--- src/rtl/alien_grid_engine.sv ---
// alien_grid_engine: holds the invader formation (alive mask, vertical offset)
// and renders DRAW / KILL / STEP / FILL commands as a one-pixel-per-cycle
// stream for the VGA write port. Sprite ROM reads have one cycle of latency,
// so every pixel is issued on sprite_addr in one cycle and appears on
// x/y/colour/plot in the next.
module alien_grid_engine #(
  parameter int COLS     = 5,
  parameter int ROWS     = 1,
  parameter int ALIEN_W  = 12,
  parameter int ALIEN_H  = 10,
  parameter int X0       = 10,
  parameter int Y0       = 10,
  parameter int PITCH_X  = 32,
  parameter int PITCH_Y  = 14,
  parameter int STEP_Y   = 5,
  parameter int Y_LIMIT  = 100,
  parameter int SCREEN_W = 160,
  parameter int SCREEN_H = 120
) (
  input  logic                                 clk,
  input  logic                                 reset,
  input  logic                                 cmd_valid,
  output logic                                 cmd_ready,
  input  logic [1:0]                           cmd_op,
  input  logic [7:0]                           cmd_idx,
  input  logic [2:0]                           fill_colour,
  output logic [$clog2(ALIEN_W*ALIEN_H)-1:0]   sprite_addr,
  input  logic [2:0]                           sprite_data,
  output logic [7:0]                           x,
  output logic [6:0]                           y,
  output logic [2:0]                           colour,
  output logic                                 plot,
  output logic                                 done,
  output logic [ROWS*COLS-1:0]                 alive,
  output logic                                 all_dead,
  output logic                                 reached_limit
);

  localparam int N    = ROWS * COLS;
  localparam int SA_W = $clog2(ALIEN_W * ALIEN_H);

  localparam logic [1:0] OP_DRAW = 2'd0;
  localparam logic [1:0] OP_KILL = 2'd1;
  localparam logic [1:0] OP_STEP = 2'd2;

  // SCAN picks the next alive alien, RASTER walks its box, FILLSCR walks the
  // whole screen, FLUSH lets the last pixel leave the pipeline, DONE pulses.
  typedef enum logic [2:0] {
    S_IDLE,
    S_SCAN,
    S_RASTER,
    S_FILLSCR,
    S_FLUSH,
    S_DONE
  } state_t;

  state_t           state_q;
  logic [1:0]       op_q;
  logic [2:0]       fill_q;
  logic [7:0]       k_q;          // alien index being scanned / rastered
  logic             erase_q;      // STEP: high during the erase pass
  logic             kill_q;       // KILL targets a live alien
  logic [7:0]       px_q;
  logic [7:0]       py_q;
  logic [SA_W-1:0]  addr_q;
  logic [7:0]       box_x_q;
  logic [6:0]       box_y_q;
  logic [7:0]       fx_q;
  logic [6:0]       fy_q;
  logic [6:0]       y_off_q;
  logic             limit_pend_q; // invasion result of the current STEP
  logic [N-1:0]     alive_q;
  logic             reached_q;
  logic             ready_q;
  logic             done_q;
  logic             plot_q;
  logic [7:0]       x_q;
  logic [6:0]       y_q;
  logic [2:0]       colour_q;
  logic             use_rom_q;    // pixel on the outputs takes its colour from the ROM

  logic             cur_alive;
  logic             more_alive;
  logic             kill_ok;
  int               low_row;
  int               y_sum;
  logic [6:0]       y_off_d;
  logic             limit_hit;
  logic [N-1:0]     alive_d;
  logic [7:0]       box_x_d;
  logic [6:0]       box_y_d;

  // Formation queries: current/remaining alive aliens, kill target, lowest row, moved offset.
  always_comb begin
    cur_alive  = 1'b0;
    more_alive = 1'b0;
    kill_ok    = 1'b0;
    low_row    = 0;
    alive_d    = alive_q;
    for (int i = 0; i < N; i++) begin
      if (k_q == 8'(i) && alive_q[i]) cur_alive = 1'b1;
      if (int'(k_q) < i && alive_q[i]) more_alive = 1'b1;
      if (cmd_idx == 8'(i) && alive_q[i]) kill_ok = 1'b1;
      if (alive_q[i]) low_row = i / COLS;
      if (k_q == 8'(i)) alive_d[i] = 1'b0;
    end
    y_sum     = int'(y_off_q) + STEP_Y;
    y_off_d   = (y_sum > 127) ? 7'd127 : 7'(y_sum);
    limit_hit = (alive_q != '0) &&
                (Y0 + int'(y_off_d) + low_row * PITCH_Y + ALIEN_H >= Y_LIMIT);
    box_x_d   = 8'(X0 + (int'(k_q) % COLS) * PITCH_X);
    box_y_d   = 7'(Y0 + int'(y_off_q) + (int'(k_q) / COLS) * PITCH_Y);
  end

  // Command FSM with registered pixel outputs and formation state.
  always_ff @(posedge clk) begin
    if (!reset) begin
      state_q      <= S_IDLE;
      op_q         <= OP_DRAW;
      fill_q       <= 3'd0;
      k_q          <= 8'd0;
      erase_q      <= 1'b0;
      kill_q       <= 1'b0;
      px_q         <= 8'd0;
      py_q         <= 8'd0;
      addr_q       <= '0;
      box_x_q      <= 8'd0;
      box_y_q      <= 7'd0;
      fx_q         <= 8'd0;
      fy_q         <= 7'd0;
      y_off_q      <= 7'd0;
      limit_pend_q <= 1'b0;
      alive_q      <= '1;
      reached_q    <= 1'b0;
      ready_q      <= 1'b1;
      done_q       <= 1'b0;
      plot_q       <= 1'b0;
      x_q          <= 8'd0;
      y_q          <= 7'd0;
      colour_q     <= 3'd0;
      use_rom_q    <= 1'b0;
    end else begin
      plot_q    <= 1'b0;
      done_q    <= 1'b0;
      use_rom_q <= 1'b0;
      case (state_q)
        S_IDLE, S_DONE: begin
          ready_q <= 1'b1;
          state_q <= S_IDLE;
          if (cmd_valid) begin
            ready_q      <= 1'b0;
            op_q         <= cmd_op;
            fill_q       <= fill_colour;
            limit_pend_q <= 1'b0;
            kill_q       <= 1'b0;
            erase_q      <= 1'b0;
            k_q          <= 8'd0;
            case (cmd_op)
              OP_DRAW: state_q <= (alive_q != '0) ? S_SCAN : S_FLUSH;
              OP_KILL: begin
                k_q     <= cmd_idx;
                kill_q  <= kill_ok;
                state_q <= kill_ok ? S_SCAN : S_FLUSH;
              end
              OP_STEP: begin
                if (alive_q != '0) begin
                  erase_q <= 1'b1;
                  state_q <= S_SCAN;
                end else begin
                  // Nothing to erase or redraw, but the formation still moves.
                  y_off_q <= y_off_d;
                  state_q <= S_FLUSH;
                end
              end
              default: begin
                fx_q    <= 8'd0;
                fy_q    <= 7'd0;
                state_q <= S_FILLSCR;
              end
            endcase
          end
        end
        S_SCAN: begin
          if (cur_alive) begin
            box_x_q <= box_x_d;
            box_y_q <= box_y_d;
            px_q    <= 8'd0;
            py_q    <= 8'd0;
            addr_q  <= '0;
            state_q <= S_RASTER;
          end else begin
            k_q <= k_q + 8'd1;
          end
        end
        S_RASTER: begin
          plot_q    <= 1'b1;
          x_q       <= box_x_q + px_q;
          y_q       <= box_y_q + py_q[6:0];
          colour_q  <= 3'd0;
          use_rom_q <= !erase_q && (op_q != OP_KILL);
          if (px_q == 8'(ALIEN_W - 1)) begin
            px_q <= 8'd0;
            if (py_q == 8'(ALIEN_H - 1)) begin
              py_q   <= 8'd0;
              addr_q <= '0;
              if (op_q == OP_KILL) begin
                state_q <= S_FLUSH;
              end else if (more_alive) begin
                k_q     <= k_q + 8'd1;
                state_q <= S_SCAN;
              end else if (erase_q) begin
                // Erase pass finished: move down and start the redraw pass.
                erase_q      <= 1'b0;
                y_off_q      <= y_off_d;
                limit_pend_q <= limit_hit;
                k_q          <= 8'd0;
                state_q      <= S_SCAN;
              end else begin
                state_q <= S_FLUSH;
              end
            end else begin
              py_q   <= py_q + 8'd1;
              addr_q <= addr_q + 1'b1;
            end
          end else begin
            px_q   <= px_q + 8'd1;
            addr_q <= addr_q + 1'b1;
          end
        end
        S_FILLSCR: begin
          plot_q   <= 1'b1;
          x_q      <= fx_q;
          y_q      <= fy_q;
          colour_q <= fill_q;
          if (fx_q == 8'(SCREEN_W - 1)) begin
            fx_q <= 8'd0;
            if (fy_q == 7'(SCREEN_H - 1)) begin
              fy_q    <= 7'd0;
              state_q <= S_FLUSH;
            end else begin
              fy_q <= fy_q + 7'd1;
            end
          end else begin
            fx_q <= fx_q + 8'd1;
          end
        end
        S_FLUSH: begin
          state_q <= S_DONE;
          done_q  <= 1'b1;
          ready_q <= 1'b1;
          if (op_q == OP_KILL && kill_q) alive_q <= alive_d;
          if (op_q == OP_STEP) reached_q <= reached_q | limit_pend_q;
        end
        default: state_q <= S_IDLE;
      endcase
    end
  end

  assign cmd_ready     = ready_q;
  assign sprite_addr   = addr_q;
  assign x             = x_q;
  assign y             = y_q;
  assign colour        = use_rom_q ? sprite_data : colour_q;
  assign plot          = plot_q;
  assign done          = done_q;
  assign alive         = alive_q;
  assign all_dead      = (alive_q == '0);
  assign reached_limit = reached_q;

endmodule
--- config.mk ---
export PLATFORM = sky130hd
export DESIGN_NAME = alien_grid_engine
export DESIGN_NICKNAME = d
export VERILOG_FILES = /design/src/rtl/alien_grid_engine.sv
export SDC_FILE = /design/constraint.sdc
export NUM_CORES = 1
export LEC_CHECK = 0
export ABC_CLOCK_PERIOD_IN_PS = 9100
export CORE_UTILIZATION = 24
export DETAILED_ROUTE_END_ITERATION = 10
export PLACE_DENSITY = 0.48
export SYNTH_ARGS = -nofsm -noshare
export SYNTH_HDL_FRONTEND = slang
export SYNTH_SLANG_ARGS = --single-unit
export TNS_END_PERCENT = 100
--- constraint.sdc ---
create_clock -name clk -period 9.1 [get_ports clk]
set_input_delay 0.91 -clock clk [delete_from_list [all_inputs] [get_ports clk]]
set_output_delay 0.91 -clock clk [all_outputs]
set_load 0.03 [all_outputs]
==> flow_metrics.tcl, run 1 <==
set metrics [dict create \
    outcome "completed" \
    finalCriticalPeriod_ns 8.58 \
    fp.dieArea_um2 30100 \
    viasPerCell 4.98 \
    hold_violations 0 \
    cp_top_family "adder cells" \
    placed_cell_area_um2 8030 \
    drt_wl_total_um 21000 \
    crit_top_cell "ha_1" \
    skew_ns 0.0150 \
    syn2layout_area_growth_pct 19.1 \
    timing.final.crit_share_pct 94.3 \
    synthDistinctLibCells 78 \
    cts_max_level 3 \
    worst_ir_drop_vdd_v 0.000306 \
    slowest_delay_ns 0.52 \
    post-route-drc-count 0 \
    timing.setup.tns_ns 0 \
    hold_class "register to register" \
    final_util_pct 29.1 \
    ys.flop_type "dfxtp_1" \
    cts_root_buf "clkbuf_16" \
    coreArea_um2 28900 \
    maxCapViolCount 0 \
    worstSetupStartpointType "register" \
    fp.dieW_um 174 \
    grt_usage_pct 14.2 \
    synth_edf_count 0 \
    slew_viol_final 0 \
    worst_slack_ns 0.516 \
    initial_core_util_pct 24.5 \
    grt_max_degree 64 \
    cp-end-kind "register" \
    final_layout_size_suffix_gt1_share_pct 7.81 \
    cp.arrival_ns 8.86 \
    overflow 0 \
    final-seq-area_um2 2060 \
    path_class "register to register" \
    die_h_um 174 \
    total_leakage_power_nw 3.20 \
    antenna_found_initial 0 \
    setup_viol 0 \
    cp_max_fo 8 \
    hpwl_um 15500 \
    ys_ff_latch 103 \
    ios 54 \
    clock-sinks 103 \
    insertion_delay_ns 0.36 \
    cts_tree "yes" \
    wl_per_cell_um 15.5 \
    dp_slack_ns 0.190 \
    postSynthAreaPerCell_um2 7.63 \
    synth_fp_nets 994 \
    ys_async_sr_fraction_pct 0 \
    clk_path_buf_depth 2 \
    numCtsBuffers 9 \
    hold_ws_ns 0.454 \
    design_area_um2 8410 \
    cts_hold_buf 0 \
    worst_pin_slew_ns 1.03 \
    seq_area_frac_synth_pct 29.2 \
    power_density_nw_per_um2 359 \
    grt_pass1_vias 6390 \
    synthesis.area_um2 7060 \
    critPathSlowestCell "fa_1" \
    diodes 0 \
    vias 6754 \
    yosysWarnings 0 \
    grt_pass1_wl_um 34600 \
    final_nets 1037 \
    multi_input_area_um2 4740 \
    io_buffer_count 53 \
    gp_congestion 0.825 \
    drt_iter0_markers 535 \
    fill_cells 3183 \
    slew_headroom_pct 30.8 \
    clk_pin_slew_ns 0.08 \
    final_antenna_net_count 0 \
    required_ns 9.38 \
    fp-row-count 62 \
    drt_pass1_iterations 5 \
    synth_cells 925 \
    fmax_mhz 116 \
    path_buf_inv 3 \
]
## cell families after synthesis
logic type	synth area share [%]
AO/OA/AOI/OAI	24.4
XOR/XNOR	5.71
adder cells (fa/ha/maj)	9.55
buffers and inverters	4.31
flip-flops	29.2
multiplexers	2.57
AND/OR/NAND/NOR	24.3
## cells in the final DEF, fill, tap and decap left out, types with 5 or more instances in the layout
| cell type | synthesis | routed |
|---|---|---|
| nand2_1 | 119 | 119 |
| nor2_1 | 111 | 109 |
| dfxtp_1 | 103 | 103 |
| a21oi_1 | 80 | 79 |
| o21ai_0 | 57 | 57 |
| clkdlybuf4s50_1 | 0 | 53 |
| ha_1 | 45 | 45 |
| nand3_1 | 30 | 30 |
| inv_1 | 30 | 30 |
| xnor2_1 | 31 | 30 |
| buf_4 | 0 | 22 |
| a211oi_1 | 18 | 17 |
| nor3_1 | 19 | 17 |
| nor2b_1 | 17 | 16 |
| xor2_1 | 15 | 15 |
| mux2i_1 | 11 | 11 |
| nand4_1 | 11 | 11 |
| a31oi_1 | 11 | 11 |
| a21o_1 | 11 | 11 |
| o211ai_1 | 10 | 10 |
| or3_1 | 10 | 10 |
| o21a_1 | 9 | 9 |
| nand2b_1 | 9 | 9 |
| clkbuf_16 | 0 | 9 |
| and3_1 | 8 | 8 |
| nor3b_1 | 6 | 6 |
| and2_1 | 5 | 5 |
| a31o_2 | 5 | 5 |
| a32oi_1 | 5 | 5 |
| fa_1 | 5 | 5 |
## Yosys cell counts, types with 9 or more instances
cell / n / area share [%]
a211oi_1: 18 / 1.9
a21o_1: 11 / 1.2
a21oi_1: 80 / 5.7
a31oi_1: 11 / 0.97
clkbuf_1: 33 / 1.8
dfxtp_1: 103 / 29
ha_1: 45 / 8.0
inv_1: 30 / 1.6
mux2i_1: 11 / 1.6
nand2_1: 119 / 6.3
nand2b_1: 9 / 0.80
nand3_1: 30 / 2.1
nand4_1: 11 / 0.97
nor2_1: 111 / 5.9
nor2b_1: 17 / 1.5
nor3_1: 19 / 1.3
o211ai_1: 10 / 1.1
o21a_1: 9 / 0.96
o21ai_0: 57 / 4.0
or3_1: 10 / 0.89
xnor2_1: 31 / 3.8
xor2_1: 15 / 1.9
## worst register-to-register path: cells and delay by family (launching register included)
kind	cells	cell delay (ns)
mux	1	0.07
simple gates	9	2.13
compound gates	12	2.25
buf+inv	3	0.20
fa+ha+maj	9	2.96
flops	1	0.32
xor+xnor	4	0.55
## what timing repair did
| item | 4_1_cts | 5_1_grt |
|---|---|---|
| endpoints found under the setup margin | 0 | 2 |
| gates resized for setup | 0 | 11 |
| buffers inserted | 0 | 5 |
## final cells by class
| type | count | area share (%) |
|---|---|---|
| clock buffers | 9 | 2.68 |
| clock inverters | 7 | 0.878 |
| inverters | 34 | 1.52 |
| repair buffers | 75 | 8.27 |
| well taps | 384 | 5.71 |
| flip-flops and latches | 103 | 24.5 |
| multi-input cells | 745 | 56.4 |
## power by group
group	switching, mW	internal, mW	total (mW)
Clock	0.183	0.214	0.397
Combinational	1.16	0.849	2.01
Sequential	0.0903	0.524	0.614
Total	1.43	1.59	3.02
## registers in the layout, summed over array words and instances, names as in the netlist, 7 cells and up
signal,flops
box_y_q,7
fx_q,8
fy_q,7
k_q,8
px_q,8
py_q,8
sprite_addr,7
x,8
y,7
y_off_q,7
## per-layer routing
metal / global-route usage, % / vias to the layer above / share of wire (%)
li1: - / 3410 / -
met3: 1.93 / 21 / 2.8
met1: 18.8 / 3188 / 48
met4: 4.72 / 0 / 2.1
met2: 23.8 / 135 / 47
met5: 0 / - / 0
## metrics by stage
| step | power, mW | std cells |
|---|---|---|
| floorplan | 2.10 | 925 |
| global placement | 2.59 | 1336 |
| detailed placement | 2.59 | 1336 |
| CTS | 3.02 | 1352 |
| global route | 3.33 | 1357 |
| finish | 3.02 | 1357 |
## final timing paths
kind	from	to	slack (ns)	depth (start not counted)
hold / removal	colour_q[2]	colour_q[2]	0.45	2
setup / recovery	k_q[5]	box_y_q[6]	0.52	38
hold reg to reg	colour_q[2]	colour_q[2]	0.45	2
setup reg to reg	k_q[5]	box_y_q[6]	0.52	38
Note: power is estimated with default switching activity, not from simulation.
==> run 2, diff against run 1 <==
Settings changed: CORE_UTILIZATION 24 to 25, PLACE_DENSITY 0.48 to 0.49.
==> flow_metrics.tcl, run 2 (synthesized netlist as in run 1, its figures left out) <==
set metrics [dict create \
    power_density_nw_per_um2 366 \
    clk_pin_slew_ns 0.08 \
    cts_tree "yes" \
    rsz0062_at_grt "false" \
    required_ns 9.39 \
    wl_per_cell_um 15.3 \
    crit_top_cell "ha_1" \
    slew_viol_final 0 \
    final_nets 1035 \
    cp_top_family "adder cells" \
    grt_pass1_wl_um 33900 \
    critPathSlowestCell "fa_1" \
    fp.dieArea_um2 28900 \
    hold_violations 0 \
    grt_usage_pct 14.6 \
    outcome "completed" \
    cp-end-kind "register" \
    io_buffer_count 53 \
    drt_pass1_iterations 5 \
    worst_ir_drop_vdd_v 0.000378 \
    clock-sinks 103 \
    grt_pass1_vias 6253 \
    met1_usage_pct 19.5 \
    design_area_um2 8410 \
    drt_iter0_markers 598 \
    cts_root_buf "clkbuf_16" \
    overflow 0 \
    path_buf_inv 3 \
    setup_viol 0 \
    post-route-drc-count 0 \
    initial_core_util_pct 25.4 \
    multi_input_area_um2 4750 \
    cts_hold_buf 0 \
    layout_common_cells "nand2_1 (119), nor2_1 (109), dfxtp_1 (103)" \
    insertion_delay_ns 0.37 \
    fp.dieW_um 170 \
    slew_headroom_pct 29.0 \
    final-seq-area_um2 2060 \
    worst_pin_slew_ns 1.06 \
    syn2layout_area_growth_pct 19.1 \
    antenna_found_initial 0 \
    hpwl_um 15300 \
    hold_class "register to register" \
    maxCapViolCount 0 \
    finalCriticalPeriod_ns 8.52 \
    final_common_cell "nand2_1" \
    timing.setup.tns_ns 0 \
    worstSetupStartpointType "register" \
    coreArea_um2 27800 \
    cp.arrival_ns 8.82 \
    numCtsBuffers 9 \
    fmax_mhz 117 \
    placed_cell_area_um2 8020 \
    gp_congestion 0.850 \
    die_h_um 170 \
    viasPerCell 4.98 \
    final_layout_size_suffix_gt1_share_pct 7.72 \
    final_antenna_net_count 0 \
    ios 54 \
    total_leakage_power_nw 3.20 \
    skew_ns 0.0115 \
    fp-row-count 61 \
    slowest_delay_ns 0.52 \
    use_met2_pct 24.7 \
    timing.final.crit_share_pct 93.7 \
    vias 6719 \
    grt_max_degree 64 \
    gr-usage-met3_pct 1.14 \
    drt_wl_total_um 20700 \
    cp_max_fo 7 \
    fill_cells 3051 \
    cts_max_level 3 \
    busiest_layer "met2" \
    diodes 0 \
    path_class "register to register" \
    clk_path_buf_depth 2 \
]
run 2: final timing paths:
path	from	end	slack, ns	depth (start not counted)
worst max-delay path	k_q[5]	box_y_q[6]	0.58	38
worst min-delay path	colour_q[0]	colour_q[0]	0.46	2
worst max register to register	k_q[5]	box_y_q[6]	0.58	38
worst min register to register	colour_q[0]	colour_q[0]	0.46	2
run 2: stage by stage:
stage	hold WS [ns]	setup WS (ns)	instances	power, mW	util (%)
floorplan	0.426	0.826	925	2.10	-
global placement	0.447	0.447	1330	2.64	28.9
detailed placement	0.447	0.282	1330	2.62	28.9
CTS	0.458	0.222	1346	3.07	30.0
global route	0.476	0.0354	1349	3.37	30.3
finish	0.457	0.577	1349	3.08	30.3
run 2: per-layer routing:
metal,vias to the layer above,wire length (um),part of all wire [%]
met2,136,9860,48
li1,3403,-,-
met5,-,0,0
met3,25,518,2.5
met4,0,348,1.7
met1,3155,9960,48
run 2: area by class of cell:
class	instances	share of cell area, %
timing repair buffer	73	8.10
sequential	103	24.5
multi-input combinational	745	56.5
clock buffer	9	2.68
tap	378	5.63
inverter	34	1.52
clock inverter	7	1.04
run 2: worst reg2reg max path, delay by kind of cell (launching register included):
kind            cells  cell delay, ns
flops               1            0.34
buf+inv             3            0.18
compound gates     12            2.24
simple gates        9            2.07
xor+xnor            4            0.57
mux                 1            0.07
fa+ha+maj           9            2.96
run 2: power breakdown:
part / switching [mW] / internal (mW) / leakage [nW]
combinational: 1.18 / 0.864 / 2.21
clock: 0.203 / 0.221 / 0.154
sequential: 0.0890 / 0.524 / 0.836
total: 1.47 / 1.61 / 3.20
run 2: what timing repair did:
action | 4_1_cts | 5_1_grt
setup endpoints to repair | 0 | 2
resized for setup | 0 | 12
setup buffers | 0 | 3
